<file path="src/rtl/mem_bus_arbiter.sv">
// mem_bus_arbiter: shares one main-memory block port between I-cache refill and D-cache miss/write-back.
// Define MEM_ARB_FAIRNESS_EN to cap consecutive D grants while the I-side waits.
module mem_bus_arbiter #(
    parameter int ADDR_WIDTH   = 28,
    parameter int DATA_WIDTH   = 128,
    parameter int MAX_D_STREAK = 4
) (
    input  logic                  CLK,
    input  logic                  RESET,
    input  logic                  I_READ,
    input  logic [ADDR_WIDTH-1:0] I_ADDRESS,
    output logic [DATA_WIDTH-1:0] I_READDATA,
    output logic                  I_BUSYWAIT,
    input  logic                  D_READ,
    input  logic                  D_WRITE,
    input  logic [ADDR_WIDTH-1:0] D_ADDRESS,
    input  logic [DATA_WIDTH-1:0] D_WRITEDATA,
    output logic [DATA_WIDTH-1:0] D_READDATA,
    output logic                  D_BUSYWAIT,
    output logic                  MEM_READ,
    output logic                  MEM_WRITE,
    output logic [ADDR_WIDTH-1:0] MEM_ADDRESS,
    output logic [DATA_WIDTH-1:0] MEM_WRITEDATA,
    input  logic [DATA_WIDTH-1:0] MEM_READDATA,
    input  logic                  MEM_BUSYWAIT
);
    typedef enum logic [1:0] {IDLE, SERVE_I, SERVE_D, RELEASE} state_e;

    if (MAX_D_STREAK < 1) begin : g_bad_streak
        $error("MAX_D_STREAK must be at least 1");
    end

    state_e                state_q, state_d;
    logic                  started_q, started_d;
    logic                  rel_d_q, rel_d_d;
    logic [DATA_WIDTH-1:0] i_rdata_q, i_rdata_d, d_rdata_q, d_rdata_d;
    logic                  d_req, serve_i, serve_d, done, i_done, d_done, grant_i;

    assign d_req   = D_READ | D_WRITE;
    assign serve_i = state_q == SERVE_I;
    assign serve_d = state_q == SERVE_D;
    assign done    = started_q && !MEM_BUSYWAIT;
    assign i_done  = serve_i && I_READ && done;
    assign d_done  = serve_d && d_req && done;

`ifdef MEM_ARB_FAIRNESS_EN
    localparam int SW = $clog2(MAX_D_STREAK + 1);
    logic [SW-1:0] streak_q, streak_d;
    assign grant_i  = I_READ && (!d_req || streak_q == SW'(MAX_D_STREAK));
    assign streak_d = i_done ? '0 : d_done ? (I_READ ? streak_q + 1'b1 : '0) : streak_q;
    always_ff @(posedge CLK or negedge RESET) begin
        if (!RESET) streak_q <= '0;
        else        streak_q <= streak_d;
    end
`else
    assign grant_i = I_READ && !d_req;
`endif

    always_ff @(posedge CLK or negedge RESET) begin
        if (!RESET) begin
            state_q   <= IDLE;
            started_q <= 1'b0;
            rel_d_q   <= 1'b0;
            i_rdata_q <= '0;
            d_rdata_q <= '0;
        end else begin
            state_q   <= state_d;
            started_q <= started_d;
            rel_d_q   <= rel_d_d;
            i_rdata_q <= i_rdata_d;
            d_rdata_q <= d_rdata_d;
        end
    end

    // A request dropped mid-serve is illegal; abandon it without a RELEASE cycle.
    always_comb begin
        state_d   = state_q;
        started_d = started_q;
        rel_d_d   = rel_d_q;
        i_rdata_d = i_rdata_q;
        d_rdata_d = d_rdata_q;
        case (state_q)
            IDLE:    state_d = grant_i ? SERVE_I : d_req ? SERVE_D : IDLE;
            SERVE_I: begin
                started_d = I_READ && !done;
                if (!I_READ) state_d = IDLE;
                else if (done) begin
                    state_d   = RELEASE;
                    rel_d_d   = 1'b0;
                    i_rdata_d = MEM_READDATA;
                end
            end
            SERVE_D: begin
                started_d = d_req && !done;
                if (!d_req) state_d = IDLE;
                else if (done) begin
                    state_d   = RELEASE;
                    rel_d_d   = 1'b1;
                    d_rdata_d = D_WRITE ? d_rdata_q : MEM_READDATA;
                end
            end
            default: state_d = IDLE;
        endcase
    end

    assign MEM_READ      = serve_i ? I_READ : serve_d && D_READ && !D_WRITE;
    assign MEM_WRITE     = serve_d && D_WRITE;
    assign MEM_ADDRESS   = serve_i ? I_ADDRESS : serve_d ? D_ADDRESS : '0;
    assign MEM_WRITEDATA = serve_d ? D_WRITEDATA : '0;
    assign I_READDATA    = i_rdata_q;
    assign D_READDATA    = d_rdata_q;
    // Only the side just released sees busywait low in RELEASE; the other keeps stalling.
    assign I_BUSYWAIT    = I_READ && !i_done && !(state_q == RELEASE && !rel_d_q);
    assign D_BUSYWAIT    = d_req && !d_done && !(state_q == RELEASE && rel_d_q);
endmodule

</file>
<file path="config.mk">
export PLATFORM = sky130hd
export DESIGN_NAME = mem_bus_arbiter
export DESIGN_NICKNAME = d
export VERILOG_FILES = /design/src/rtl/mem_bus_arbiter.sv
export SDC_FILE = /design/constraint.sdc
export NUM_CORES = 1
export LEC_CHECK = 0
export CAP_MARGIN = 30
export CORE_AREA = 2 2 283 285
export CTS_BUF_LIST = sky130_fd_sc_hd__clkbuf_2 sky130_fd_sc_hd__clkbuf_4 sky130_fd_sc_hd__clkbuf_8
export CTS_CLUSTER_SIZE = 24
export DETAILED_ROUTE_END_ITERATION = 7
export DIE_AREA = 0 0 285 287
export PLACE_DENSITY = 0.44
export SLEW_MARGIN = 20
export SYNTH_ARGS = -nofsm -noshare
export SYNTH_HDL_FRONTEND = slang
export SYNTH_SLANG_ARGS = --single-unit
</file>
<file path="constraint.sdc">
create_clock -name CLK -period 1.75 [get_ports CLK]
set_input_delay 0.2625 -clock CLK [delete_from_list [all_inputs] [get_ports CLK]]
set_output_delay 0.2625 -clock CLK [all_outputs]
set_load 0.02 [all_outputs]
</file>
==> metrics.txt, run 1 <==
status finished, violations left; failing checks setup timing; DRC Markers 0; fin util 0.2910; grt total ovfl 0; Clock Path Buffers 3; die width around 290 um; Req. time, crit path between 1 and 1.5 ns; Worst-path clk slew 0.06 ns; Mapped Area ~12000 sq um; met1 Use GR 0.1425; most used cell, CP buf_4; drt first pass iters 4; Die ar. 81800 sq um; largest net degree at the start of global routing 52; # nets final 1920; worst r2r src state_q[0]; final hold violation count 0; TritonCTS clock tree done; crit-path max FO 11; RSZ-0062 raised after global routing yes; CP cell instances buf_4, ha_4, buf_4, clkbuf_16, a22o_4, buf_6; P per Cell Area 1770 nW/um^2; Final HPWL DP 49120 um; Reg2Reg Depth 9; global-route wire length before repair 82100 um; setup tns final -150.54 ns; Port Buffers around 730; CP max stage cell dfrtp_2; # IOs 734; Mapped Cells 761; worst setup margin -0.5786 ns; Synth Register Bits between 200 and 300; worst skew pair latency 0.59 ns; share of the synthesized area in the top cell type 0.5637; CTS Buf Count 49; WHS around 0.22 ns; worst min-delay path class input pin to async pin; final count of negative-setup-slack endpoints between 600 and 700; final cycle utilization of the critical path 1.331; core area 78610 sq um; worst reg-to-reg setup slack -0.41 ns; met2 global-route usage 0.2574; Post-synth EDFFs 0; endpoint of the worst register-to-register path D_READDATA[90]; Syn-to-layout area delta 98.22%; chip height between 200 and 300 um; drt total wl 59530 um; WP data arrival 2.07 ns; Cell Rows ~100; cell taking the most area after synthesis dfrtp_1; share of cells above drive strength 1 0.4263; Net Count, Synth ~1100; routed vias about 10000; Rel. slew slack 0.6481; Initial DRC Count 242; clock sinks 260; GP Congestion 0.8513; Post-synth ARST share 1.000; top cells by count, synth dfrtp_1, and2_1, mux2_2, mux2_4, a22o_1; Starting Density 0.1468; final period demand of the worst path 2.329 ns; GR peak layer met2; kind of critical path flop to output port; Pleak 10.34 nW; pin slew with the least headroom to its limit 0.5279 ns; vias per cell about 3.6; Warnings, synthesis 0; average size of a mapped cell 15.17 sq um; initial antenna violation count 8; vias in the first global route 10670; largest cells by area after synthesis dfrtp_1, mux2_4, mux2_2; highest clock rate 0.4294 GHz; count leader, synth dfrtp_1; Setup crit start kind flop; Max-cap violations 0; H-tree Lvls 2; post-route ant nets 0; clk_skew around 0.024 ns; ys flop type dfrtp_1; Total GRT Usage 0.1379; Seq/Total Area, Yosys 0.5637; routed len/inst approximately 22 um; maximum VDD drop 703.8 uV; M3 GR Usage 0.04294; fin. max-slew vios 0; CP max stage delay 0.42 ns; Worst setup EP type output port; Netlist cell types 28; clk root buf clkbuf_8
[critical path, delay by kind of cell, from the launching register on]
| kind | cells | cell delay, ns |
|---|---|---|
| adders and majority gates | 1 | 0.18 |
| DFF | 1 | 0.42 |
| buffers and inverters | 4 | 0.60 |
| AOI/OAI and AO/OA | 1 | 0.26 |
[report_power, final]
group | leakage, nW | switching, mW | internal [mW]
registers | 3.36 | 1.41 | 8.53
logic | 6.40 | 11.2 | 12.7
clock network | 0.581 | 2.70 | 3.93
[through the flow]
stage               setup WS, ns  power, mW  cells  instance area [sq um]
finish                   -0.5786      40.49   2689                  22880
global route             -0.6865      42.34   2688                  22880
CTS                      -0.7132      39.52   2668                  22330
detailed placement       -0.6029      31.91   2573                  20900
global placement         -0.6412      31.78   2573                  20900
floorplan               -0.02696      19.41    761                  11550
[placed cells by master (no fill, tap or decap), types with 2 or more instances in the layout]
cell type	n
clkdlybuf4s50_1	572
dfrtp_1	259
mux2_4	120
mux2_2	120
buf_4	105
buf_6	85
and2_4	72
clkbuf_8	60
and2_1	57
buf_12	57
clkbuf_4	21
a22o_4	17
mux2_1	16
a22o_1	10
buf_8	6
inv_1	5
clkinv_2	5
clkbuf_16	5
diode_2	4
o21ai_0	4
nor2_1	3
bufinv_16	3
inv_2	2
nor2_4	2
o2111ai_1	2
ha_1	2
ha_4	2
clkinvlp_4	2
[how the worst max path moves through the flow]
stage                      start  slack (ns)  cells past startpoint               to
finish                state_q[0]       -0.58                      6  MEM_ADDRESS[18]
global placement    MEM_BUSYWAIT       -0.64                      4       I_BUSYWAIT
global route          state_q[0]       -0.69                      8  MEM_ADDRESS[19]
CTS                   state_q[0]       -0.71                      8   MEM_ADDRESS[5]
floorplan             state_q[0]       -0.03                      7  MEM_ADDRESS[10]
detailed placement  MEM_BUSYWAIT       -0.60                      4       I_BUSYWAIT
[per-layer routing]
metal  routed length [um]  share of wire  vias to the layer above
li1                     -              -                     4327
met1                21040           0.35                     4874
met2                31380           0.53                      448
met3                 4564          0.077                       90
met4                 2518          0.042                        4
met5                   23        0.00039                        -
[state kept, by name (all words and copies together) (netlist names)]
name and flops:
D_READDATA 128, I_READDATA 128, state_q 2, rel_d_q 1, started_q 1
[cell families (layout without fill, tap and decap cells)]
logic type / after synthesis / in the layout / share of synthesized area
compound gates: 40 / 40 / 0.02829
other cells: 0 / 4 / 0
fa+ha+maj: 5 / 5 / 0.005420
simple gates: 143 / 143 / 0.07707
flops: 260 / 260 / 0.5637
mux: 256 / 256 / 0.2888
buf+inv: 57 / 931 / 0.03675
[area by class of cell]
type,count,area [sq um]
diodes,4,10.01
clock buffers,79,968.4
clock inverters,10,130.1
fillers,8084,55730
inverters,8,32.53
multi-input cells,444,5037
flip-flops and latches,260,6507
well taps,1050,1314
repair buffers,834,8880
[what timing repair did]
| action | in CTS | in global routing |
|---|---|---|
| hold buffers | 1 | 0 |
| setup buffers | 3 | 14 |
| endpoints found under the hold margin | 76 | 0 |
| pin swaps | 6 | 13 |
| gates resized for setup | 370 | 291 |
| cloned | 2 | 6 |
| endpoints found under the setup margin | 671 | 638 |
Power figures use the tool's default switching activity.
==> run 2: changes to the inputs <==
--- a/config.mk
+++ b/config.mk
@@ -8,7 +8,7 @@
 export CAP_MARGIN = 30
 export CORE_AREA = 2 2 283 285
 export CTS_BUF_LIST = sky130_fd_sc_hd__clkbuf_2 sky130_fd_sc_hd__clkbuf_4 sky130_fd_sc_hd__clkbuf_8
-export CTS_CLUSTER_SIZE = 24
+export CTS_CLUSTER_SIZE = 14
 export DETAILED_ROUTE_END_ITERATION = 7
 export DIE_AREA = 0 0 285 287
 export PLACE_DENSITY = 0.44
==> results of run 2 <==
Same layout as run 1: the final DEF is identical, and so are final timing and power.
==> run 3: changes to the inputs <==
--- a/config.mk
+++ b/config.mk
@@ -5,12 +5,14 @@
 export SDC_FILE = /design/constraint.sdc
 export NUM_CORES = 1
 export LEC_CHECK = 0
+export ABC_AREA = 1
 export CAP_MARGIN = 30
-export CORE_AREA = 2 2 283 285
+export CORE_AREA = 2 2 284 286
 export CTS_BUF_LIST = sky130_fd_sc_hd__clkbuf_2 sky130_fd_sc_hd__clkbuf_4 sky130_fd_sc_hd__clkbuf_8
 export CTS_CLUSTER_SIZE = 14
 export DETAILED_ROUTE_END_ITERATION = 7
-export DIE_AREA = 0 0 285 287
+export DIE_AREA = 0 0 286 288
+export MAX_ROUTING_LAYER = met4
 export PLACE_DENSITY = 0.44
 export SLEW_MARGIN = 20
 export SYNTH_ARGS = -nofsm -noshare
==> metrics.txt, run 3 <==
initial antenna violation count 10 (+2); largest net degree at the start of global routing 116 (+120%); Post-synth ARST share 1.000 (unchanged); Syn-to-layout area delta 99.33%; design area 23200 sq um (+1.4%); endpoint of the worst register-to-register path D_READDATA[76]; Reg2Reg Depth 11 (+2); maximum VDD drop 679.9 uV (-3.4%); Total GRT Usage 0.1499 (+0.01203); highest clock rate 0.4340 GHz (+1.1%); post-route ant nets 0 (unchanged); Starting Density 0.1462 (-0.0006458); mux cell area share after synthesis 0 (-0.2888); worst skew pair latency 0.63 ns (+0.04 ns); fin. max-slew vios 0 (unchanged); post-synthesis compound-gate area fraction 0.1397 (+0.1114); fillers 8552 (+5.8%); Worst Setup SP state_q[1]; routed vias 12110 (+24%); final count of negative-setup-slack endpoints 450 (-33%); clock sinks 260 (unchanged); # nets final 2507 (+31%); Worst-path clk slew 0.06 ns (about the same); Port Buffers 733 (unchanged); sw frac 0.4322 (+0.05277); cell taking the most area after synthesis dfrtp_1; WHS 0.1273 ns (-0.09610 ns); routed len/inst 19.48 um (-12%); Netlist cell types 20 (-29%); H-tree Lvls 2 (unchanged); largest family of logic cells by synthesized area simple AND/OR/NAND/NOR gates; final period demand of the worst path 2.304 ns (-0.02429 ns); DRC Markers 0 (unchanged); kind of critical path flop to output port; P per Cell Area 1707 nW/um^2 (-3.5%); Synth Area in Adders 0.005374 (-0.00004602); crit-path max FO 8 (-3); # IOs 734 (unchanged); clk_skew 0.02786 ns (+0.003757 ns); Sequential Power Share 0.246 (about the same); final std cells w/o fill 3279 (+22%); largest cells by area after synthesis dfrtp_1, nand2_1, inv_1; worst reg-to-reg setup slack -0.29 ns (+0.12 ns); grt total ovfl 0 (unchanged); Initial DRC Count 608 (+150%); die width 286 um (+0.35%); Seq/Total Area, Yosys 0.5589 (-0.004786); drt total wl 63880 um (+7.3%); Mapped Cells 1373 (+80%); Area after DPL 20680 sq um (-1.0%); final hold violation count 0 (unchanged); switching power 17.12 mW (+11%); share of the synthesized area in the top cell type 0.5589 (-0.004786); final cycle utilization of the critical path 1.317 (-0.01388); CP endpoint MEM_WRITEDATA[15]; Net Count, Synth 1696 (+56%); Die ar. 82370 sq um (+0.70%); vias in the first global route 12480 (+17%); Cell Rows 104 (+0.97%); CTS Buf Count 50 (+2.0%); Post-synth EDFFs 0 (unchanged); share of cells above drive strength 1 0.2770 (-0.1493); Simple-Gate Fraction of Synth Area 0.1643 (+0.08726); most common cell after layout, fill and taps aside nand2_1; count leader, synth nand2_1; xor and xnor fraction of the mapped netlist area 0 (unchanged); WP data arrival 2.04 ns (-0.03 ns); Worst setup EP type output port; worst setup margin -0.5543 ns (+0.02429 ns); Setup crit start kind flop; placed cell count 3134 (+22%); vias per cell 3.692 (+1.9%); RSZ-0062 raised after global routing yes; clk root buf clkbuf_8; worst min-delay path class input pin to async pin; drt first pass iters 7 (+3); core area 79640 sq um (+1.3%); combinational share of power 0.595 (+0.004); Mapped Area 11640 sq um (+0.86%); Pleak 12.25 nW (+18%); top cells by count, synth nand2_1, inv_1, dfrtp_1, o21ai_0, o21ai_2; status finished, violations left; average size of a mapped cell 8.479 sq um (-44%); clock share of power 0.158 (-0.006); Synth Register Bits 260 (unchanged); chip height 288 um (+0.35%); pin slew with the least headroom to its limit 0.4979 ns (-0.03000 ns); leading cell types in the layout, fill and taps excluded nand2_1, clkdlybuf4s50_1, dfrtp_1, dlygate4sd2_1, inv_1; Final HPWL DP 48080 um (-2.1%); ys flop type dfrtp_1; Internal Power 22.49 mW (-10%); worst r2r src state_q[0]; Clock Path Buffers 3 (unchanged); Rel. slew slack 0.6681 (+0.02000); failing checks setup timing; Max-cap violations 0 (unchanged); GP Congestion 0.9129 (+7.2%); global-route wire length before repair 87880 um (+7.0%); Req. time, crit path 1.49 ns (about the same); Warnings, synthesis 0 (unchanged); TritonCTS clock tree done
[run 3: power by group through the flow]
stage	combinational [mW]	clock, mW	sequential [mW]
CTS	22.9	6.59	9.78
detailed placement	21.3	0	9.92
global route	25.1	6.83	10.1
floorplan	6.22	0	12.7
finish	23.6	6.28	9.76
global placement	21.3	0	9.85
[run 3: kinds of logic (layout without fill, tap and decap cells)]
family,count (synthesis),in the layout
buffers and inverters,348,1186
other,0,6
and+or+nand+nor,496,498
AOI/OAI and AO/OA,264,264
DFF,260,260
adders and majority gates,5,5
[run 3: how the worst min path moves through the flow]
stage | startpoint | endpoint | slack (ns)
after global placement | RESET | I_READDATA[18] | 0.20
final | RESET | I_READDATA[18] | 0.13
after CTS | RESET | I_READDATA[15] | 0.07
after global routing | RESET | I_READDATA[15] | 0.09
after floorplan | RESET | D_READDATA[0] | -0.03
after detailed placement | RESET | I_READDATA[18] | 0.20
[run 3: metal layers]
metal,up-vias,GRT usage,share of wire
li1,5789,-,-
met1,5689,0.1449,0.34
met2,523,0.2782,0.54
met3,105,0.04715,0.081
met4,0,0.05537,0.037
met5,-,-,0
[run 3: per-stage QoR]
stage	setup TNS (ns)	setup WS (ns)	util	total power, mW
floorplan	-2.135	-0.02372	-	18.96
global placement	-74.88	-0.5007	0.2597	31.11
detailed placement	-79.35	-0.4645	0.2597	31.25
CTS	-122.04	-0.6586	0.2834	39.25
global route	-173.32	-0.6671	0.2914	41.98
finish	-121.50	-0.5543	0.2914	39.61
[run 3: what timing repair did]
item | 4_1_cts | 5_1_grt
resized for setup | 917 | 157
gates cloned | 16 | 12
hold buffers | 1 | 0
hold endpoints to repair | 260 | 0
pin swaps | 8 | 11
setup buffers | 21 | 12
setup endpoints to repair | 609 | 453
[run 3: area by class of cell]
class / count / area [sq um] / share of cell area
antenna: 6 / 15.01 / 0.0006470
clock buffer: 75 / 944.7 / 0.04071
clock inverter: 6 / 72.57 / 0.003127
inverter: 268 / 1051 / 0.04529
multi-input combinational: 767 / 4170 / 0.1797
sequential: 260 / 6506 / 0.2804
tap: 1060 / 1326 / 0.05715
timing repair buffer: 837 / 9119 / 0.3930
[run 3: worst max-delay path, stage by stage, from the launching register on]
cell and delay (ns):
dfrtp_1 0.40, buf_6 0.13, ha_4 0.20, buf_12 0.15, buf_16 0.15, buf_16 0.16
nand2_4 0.07, inv_4 0.04, buf_12 0.12
